### config.mk
export PLATFORM = sky130hd
export DESIGN_NAME = instr_fetch_stage_flat
export DESIGN_NICKNAME = d
export VERILOG_FILES = /design/src/rtl/instr_fetch_stage_if.sv /design/src/rtl/instr_fetch_stage.sv /design/src/flat_wrapper.sv
export SDC_FILE = /design/constraint.sdc
export NUM_CORES = 1
export LEC_CHECK = 0
export BUFFER_PORTS_ARGS = -buffer_cell sky130_fd_sc_hd__buf_2
export CAP_MARGIN = 20
export CORE_AREA = 3 3 132 134
export DETAILED_ROUTE_END_ITERATION = 6
export DIE_AREA = 0 0 135 137
export GPL_ROUTABILITY_DRIVEN = 0
export GPL_TIMING_DRIVEN = 0
export PLACE_DENSITY = 0.49
export SLEW_MARGIN = 30
export SYNTH_ARGS = -nofsm -noshare
export SYNTH_HDL_FRONTEND = slang
export SYNTH_SLANG_ARGS = --single-unit
### constraint.sdc
create_clock -name clk -period 2.4 [get_ports clk]
set_input_delay 0.72 -clock clk [delete_from_list [all_inputs] [get_ports clk]]
set_output_delay 0.72 -clock clk [all_outputs]
set_load 0.02 [all_outputs]
### src/rtl/instr_fetch_stage_if.sv
// instr_fetch_stage_if: control, ROM and IF/ID bundle for the fetch stage.
interface instr_fetch_stage_if;
  logic        stall;
  logic        flush;
  logic        branch_taken;
  logic [31:0] branch_target;
  logic [31:0] rom_pc;
  logic [31:0] rom_instr;
  logic [31:0] if_id_pc_plus4;
  logic [31:0] if_id_instr;
  logic        if_id_valid;
  logic        fetch_done;
  logic [15:0] fetch_count;
  modport master (
    input  stall, flush, branch_taken, branch_target, rom_instr,
    output rom_pc, if_id_pc_plus4, if_id_instr, if_id_valid, fetch_done, fetch_count
  );
  modport slave (
    output stall, flush, branch_taken, branch_target, rom_instr,
    input  rom_pc, if_id_pc_plus4, if_id_instr, if_id_valid, fetch_done, fetch_count
  );
endinterface

### src/rtl/instr_fetch_stage.sv
// instr_fetch_stage: PC register and IF/ID pipeline register with stall, flush and branch redirect.
module instr_fetch_stage #(
  parameter logic [31:0] RESET_PC = 32'd0,
  parameter logic [31:0] END_PC   = 32'd48
) (
  input logic clk,
  input logic rst_n,
  instr_fetch_stage_if.master bus
);
  logic [31:0] pc, pc_plus4, pc4_q, instr_q;
  logic        valid_q, done;
  logic [15:0] cnt_q;
  assign pc_plus4            = pc + 32'd4;
  assign done                = pc >= END_PC;
  assign bus.rom_pc          = pc;
  assign bus.fetch_done      = done;
  assign bus.if_id_pc_plus4  = pc4_q;
  assign bus.if_id_instr     = instr_q;
  assign bus.if_id_valid     = valid_q;
  assign bus.fetch_count     = cnt_q;
  // Branch and flush both override stall; beyond the image the ROM word is never captured.
  always_ff @(posedge clk or negedge rst_n) begin
    if (!rst_n) begin
      pc      <= RESET_PC;
      pc4_q   <= 32'd0;
      instr_q <= 32'd0;
      valid_q <= 1'b0;
      cnt_q   <= 16'd0;
    end else if (bus.branch_taken) begin
      pc      <= {bus.branch_target[31:2], 2'b00};
      pc4_q   <= pc_plus4;
      instr_q <= 32'd0;
      valid_q <= 1'b0;
    end else if (bus.flush) begin
      pc      <= done ? pc : pc_plus4;
      pc4_q   <= pc_plus4;
      instr_q <= 32'd0;
      valid_q <= 1'b0;
    end else if (!bus.stall) begin
      pc      <= done ? pc : pc_plus4;
      pc4_q   <= pc_plus4;
      instr_q <= done ? 32'd0 : bus.rom_instr;
      valid_q <= !done;
      if (!done && cnt_q != 16'hFFFF) cnt_q <= cnt_q + 16'd1;
    end
  end
endmodule

### src/flat_wrapper.sv
// flat-port wrapper written by rule: the top's interface ports become plain ports
module instr_fetch_stage_flat 
#(
  parameter logic [31:0] RESET_PC = 32'd0,
  parameter logic [31:0] END_PC   = 32'd48
)
  (clk, rst_n, bus_stall, bus_flush, bus_branch_taken, bus_branch_target, bus_rom_instr, bus_rom_pc, bus_if_id_pc_plus4, bus_if_id_instr, bus_if_id_valid, bus_fetch_done, bus_fetch_count);
  instr_fetch_stage_if bus_i ();
  input logic clk;
  input logic rst_n;
  input wire logic [$bits(bus_i.stall)-1:0] bus_stall;
  input wire logic [$bits(bus_i.flush)-1:0] bus_flush;
  input wire logic [$bits(bus_i.branch_taken)-1:0] bus_branch_taken;
  input wire logic [$bits(bus_i.branch_target)-1:0] bus_branch_target;
  input wire logic [$bits(bus_i.rom_instr)-1:0] bus_rom_instr;
  output wire logic [$bits(bus_i.rom_pc)-1:0] bus_rom_pc;
  output wire logic [$bits(bus_i.if_id_pc_plus4)-1:0] bus_if_id_pc_plus4;
  output wire logic [$bits(bus_i.if_id_instr)-1:0] bus_if_id_instr;
  output wire logic [$bits(bus_i.if_id_valid)-1:0] bus_if_id_valid;
  output wire logic [$bits(bus_i.fetch_done)-1:0] bus_fetch_done;
  output wire logic [$bits(bus_i.fetch_count)-1:0] bus_fetch_count;
  assign bus_i.stall = bus_stall;
  assign bus_i.flush = bus_flush;
  assign bus_i.branch_taken = bus_branch_taken;
  assign bus_i.branch_target = bus_branch_target;
  assign bus_i.rom_instr = bus_rom_instr;
  assign bus_rom_pc = bus_i.rom_pc;
  assign bus_if_id_pc_plus4 = bus_i.if_id_pc_plus4;
  assign bus_if_id_instr = bus_i.if_id_instr;
  assign bus_if_id_valid = bus_i.if_id_valid;
  assign bus_fetch_done = bus_i.fetch_done;
  assign bus_fetch_count = bus_i.fetch_count;
  instr_fetch_stage #(.RESET_PC(RESET_PC), .END_PC(END_PC)) u_core (.clk(clk), .rst_n(rst_n), .bus(bus_i));
endmodule
Yosys cells after proc, flatten, opt, wreduce, memory -nomap -nowiden
Index checks and enable logic that the tools add are counted.
- flip-flop bits (word level): 113
- memories: 0
- logic and storage cells: 30
- memory bits (read-only): 0
- output and inout port bits: 114
- bits in latches: 0
- bits in writable memories: 0
- input port bits: 69
- multiply operators: 0
- bitwise gates (word level): 3
- div/mod/pow operators: 0
- reductions and logical operators: 3
- $lt $le $gt $ge: 1
- shifts and indexed selects: 0
- add/sub/neg operators: 2
- equal/unequal tests: 2
- mux-type cells: 14
- operator list (kind ; count):
    $mux W32 ; 11
    $add A32 B3 Y32 const B ; 1
    $ge A32 B6 Y1 const B ; 1
    $add A16 B1 Y16 const B ; 1
    $ne A16 B16 Y1 const B ; 1
    $reduce_and A4 Y1 ; 1
    $mux W1 ; 3
    $ne A3 B1 Y1 const B ; 1
    $not A1 Y1 ; 3
    $logic_and A1 B1 Y1 ; 1
    $logic_not A1 Y1 ; 1

Depth between registers and ports, before layout
- word-level depth: 5
- depth in mapped cells: 8
- mapped depth without buffers: 6

Worst setup path after synthesis
Ideal clock, no wire load.
- path type: register -> output
- start point: reg u_core.pc[4] (netlist: u_core.bus.rom_pc[4])
- end point: out bus_fetch_done
- data arrival time: 1.359 ns
- buffers on the path: 1
- setup slack: 0.321 ns
- stages on the path, launching flop included: 5
- required time: 1.680 ns
- cells stage by stage: dfrtp_1 buf_6 a211oi_2 nand4_1 nand4b_1
- cells in the longest elaborated chain, start to end: 1
- RTL lines (element ; line ; source):
    start, declared ; instr_fetch_stage.sv:10 ; logic [31:0] pc, pc_plus4, pc4_q, instr_q;
    start signal, assigned ; instr_fetch_stage.sv:30 ; pc <= {bus.branch_target[31:2], 2'b00};
    start signal, assigned ; instr_fetch_stage.sv:35 ; pc <= done ? pc : pc_plus4;
    start signal, assigned ; instr_fetch_stage.sv:40 ; pc <= done ? pc : pc_plus4;
    $ge A32 B6 Y1 ; instr_fetch_stage.sv:14 ; assign done = pc >= END_PC;
    end, declared ; flat_wrapper.sv:20 ; output wire logic [$bits(bus_i.fetch_done)-1:0] bus_fetch_done;
No other way between the ends.

Worst setup path after layout
- start point: reg u_core.pc[28] (netlist: u_core.bus.rom_pc[28])
- end point: out bus_fetch_done
Same word-level chain as after synthesis.

==> results.md <==
* Clock buffer depth at 2
* Ys async rst share at 1.00
* Area fraction in compound gates after synthesis at 0.101
* First-pass GRT wire length at around 23,000 um
* Post-route DRC at 0
* Main combinational cell family by area after synthesis: simple AND/OR/NAND/NOR gates
* Avg Inst Size Synth at 11.5 um2
* Global route hottest layer: met2
* Final Hold Viols at 0
* Number of synthesized flops with an enable pin at 0
* TNS Setup at 0 ns
* Comb power frac at 0.144
* Post-synthesis sequential area ratio at 0.555
* Clk_lat worst skew at 0.35 ns
* CP max-delay cell: dfrtp_2
* Synth cell types at 45
* Max Clk Rate at around 420 MHz
* Hold Crit Class: primary input to async pin
* TritonCTS Buffers at 9
* Core area at 0.0164 mm2
* Max Clock Skew at ~0.0079 ns
* Number of routed nets with antenna violations at 0
* CTS tree: yes
* Routed vias/inst at 4.79
* Total Wirelength at 14,700 um
* M2 GR Usage at 0.252
* Psw at 1.18 mW
* Number of detailed-route iterations in the first pass at 4
* Total gr overflow at 0
* Commonest non-fill, non-tap cells in the layout: buf_2 (178), dfrtp_1 (104), nand2_1 (46), a22o_1 (32), o21ai_0 (31)
* Tcrit/Tclk final at 1.00
* Min cycle time layout at about 2.4 ns
* Cts-stage hold buffer count at 0
* Power Total at 4.31 mW
* Arrival @ worst endpoint at 1.68 ns
* Largest stage delay, worst path at 0.45 ns
* CTS clk-pin slew, worst paths at approximately 0.070 ns
* Share of layout cells above drive strength 1 at 0.404
* Switching share of power at 0.274
* Synthesized area at 0.00491 mm2
* Maxcap violations at 0
* Setup CP Type: register to primary output
* H-Tree Depth at 3
* Kind of end point of the critical path: primary output
* Multiplexer share of the synthesized area at 0.0601
* Simple-Gate Fraction of Synth Area at 0.163
* Int Power at 3.13 mW
* DIE AREA at 0.0185 mm2
* Die height at 137 um
* Critical path startpoint category: register
* CP bufs+invs at 1
* CP Cell Sequence: nor4_1 > nand4_1 > nand4b_1 > buf_2
* Met3 usage in global routing at 0.0540
* Seq cells post-synth at 109
* Slew Limit Fails at 0
* Antenna violations before repair at 1
* Vias in the first global route at 4,098
* Die width at 135 um
* Seq pwr share at 0.482
* Area Growth Syn to Fin at 32.9%
* DR WL/cell at 17.2 um
* YS warnings at 0
* Final nets at 699
* Starting density of the core at 0.300
* Worst endpoint required time at ~1.7 ns
* Post-Synth XOR/XNOR Area at 0.0766
* Largest net degree at the start of global routing at 85
* PD cells at 659 mW/mm2
* Gr usage total at 0.158
* # IOs at around 180
* Worst-margin pin slew at 0.681 ns
* M1 GR Usage at 0.207
* Adder-cell share of the synthesized area at 0.00764
* Antenna cells at 0
* Row count at 47
* Post-synth top flop: dfrtp_1
* Final-report setup violation count at 0
* Most common cell after layout, fill and taps aside: buf_2
* Vias after detailed routing at 4,076
* RSZ-0062 raised after global routing: yes
* Final HPWL DP at 10,800 um
* Worst vdd ir at 323 uV
* Leak pwr at 3.15 nW
* Cell family with most CP delay: simple AND/OR/NAND/NOR gates
* Clock power share at 0.374
* Status: completed
* Worst-path fanout max at 6
* Rel. slew slack at 0.546
* Clock sinks at 109
* I/O Buffers at 176
* CTS root buffer: clkbuf_16
* Mapped Cells at 428
* Iteration-0 DRC Markers at 165
## metrics by stage
| step | hold slack [ns] | util | cells | area [um2] | setup WS [ns] |
|---|---|---|---|---|---|
| after floorplan | 0.424 | - | 431 | 4930 | 0.321 |
| after global placement | 0.459 | 0.371 | 827 | 6080 | -0.762 |
| after detailed placement | 0.468 | 0.373 | 828 | 6120 | -0.0748 |
| after CTS | 0.204 | 0.396 | 847 | 6490 | -0.0430 |
| after global routing | 0.202 | 0.398 | 851 | 6530 | -0.0979 |
| final | 0.211 | 0.398 | 851 | 6530 | 0.000908 |
## metal layers
metal  vias up  share of wire
met5         -        0.00048
met4         2          0.011
met3        14          0.083
met2       152           0.46
met1      1975           0.44
li1       1933              -
## synthesized netlist by cell type (2+ instances only)
cell type  number  area (um2)
a21oi_1         5        25.0
a22o_1         32         280
a31oi_1         2        12.5
and3_1          9        56.3
and4_1          3        26.3
buf_1           2        7.51
buf_2           3        15.0
buf_4           4        30.0
buf_6           3        33.8
clkbuf_1       12        45.0
dfrtp_1       109        2730
ha_1            3        37.5
inv_1           8        30.0
mux2_2         24         270
nand2_1        46         173
nand3_1        16        80.1
nand4_1        20         125
nand4_4         2        42.5
nor2_1         17        63.8
nor3_1          6        30.0
nor3_2          2        20.0
nor4_1          3        18.8
nor4_2          4        50.1
o21ai_0        31         155
xnor2_1        23         201
xor2_1         20         175
## cell families (layout without fill, tap and decap cells)
family          Yosys count  after routing
simple gates            140            140
flops                   109            109
compound gates           73             73
xor+xnor                 43             43
buf+inv                  33            233
mux                      26             26
fa+ha+maj                 3              3
other cells               1              4
## power by group through the flow
| stage | clock (mW) | sequential (mW) | combinational (mW) |
|---|---|---|---|
| 3_5_place_dp | 0 | 2.11 | 0.613 |
| 6_report | 1.61 | 2.08 | 0.619 |
| 5_1_grt | 1.75 | 2.10 | 0.680 |
| 2_1_floorplan | 0 | 2.23 | 0.189 |
| 4_1_cts | 1.67 | 2.08 | 0.622 |
| 3_3_place_gp | 0 | 2.11 | 0.597 |
## sequential cells by signal (all words and copies together) (netlist names)
name / cells
u_core.bus.fetch_count: 16
u_core.bus.if_id_valid: 1
u_core.bus.rom_pc: 30
u_core.bus.if_id_pc_plus4: 30
u_core.bus.if_id_instr: 32
## path summary, 6_finish.rpt
| check | start | endpoint | slack [ns] | cells after the start |
|---|---|---|---|---|
| max in group asynchronous | rst_n | u_core.bus.rom_pc[29]$_DFFE_PN0P_ | 1.47 | 2 |
| worst min-delay path | rst_n | u_core.bus.fetch_count[9]$_DFFE_PN0P_ | 0.21 | 1 |
| min in group clk | u_core.bus.if_id_pc_plus4[7]$_DFFE_PN0P_ | u_core.bus.if_id_pc_plus4[7]$_DFFE_PN0P_ | 0.48 | 2 |
| worst min register to register | u_core.bus.if_id_pc_plus4[7]$_DFFE_PN0P_ | u_core.bus.if_id_pc_plus4[7]$_DFFE_PN0P_ | 0.48 | 2 |
| worst max register to register | u_core.bus.rom_pc[28]$_DFFE_PN0P_ | u_core.bus.fetch_count[15]$_DFFE_PN0P_ | 0.15 | 10 |
| worst max-delay path | u_core.bus.rom_pc[28]$_DFFE_PN0P_ | bus_fetch_done | 0.0009 | 4 |
## final cells by class
class	count	area, um2
plain buffers	25	146
multi-input cells	289	2050
flip-flops and latches	109	2730
repair buffers	185	978
inverters	8	30.0
fillers	1614	9870
clock buffers	11	243
clock inverters	4	72.6
well taps	220	275
## timing repair
item	4_1_cts	5_1_grt
setup buffers	4	4
pin swaps	2	1
resized for setup	7	3
endpoints found under the setup margin	25	7
endpoints found under the hold margin	0	0
Power figures use the tool's default switching activity.
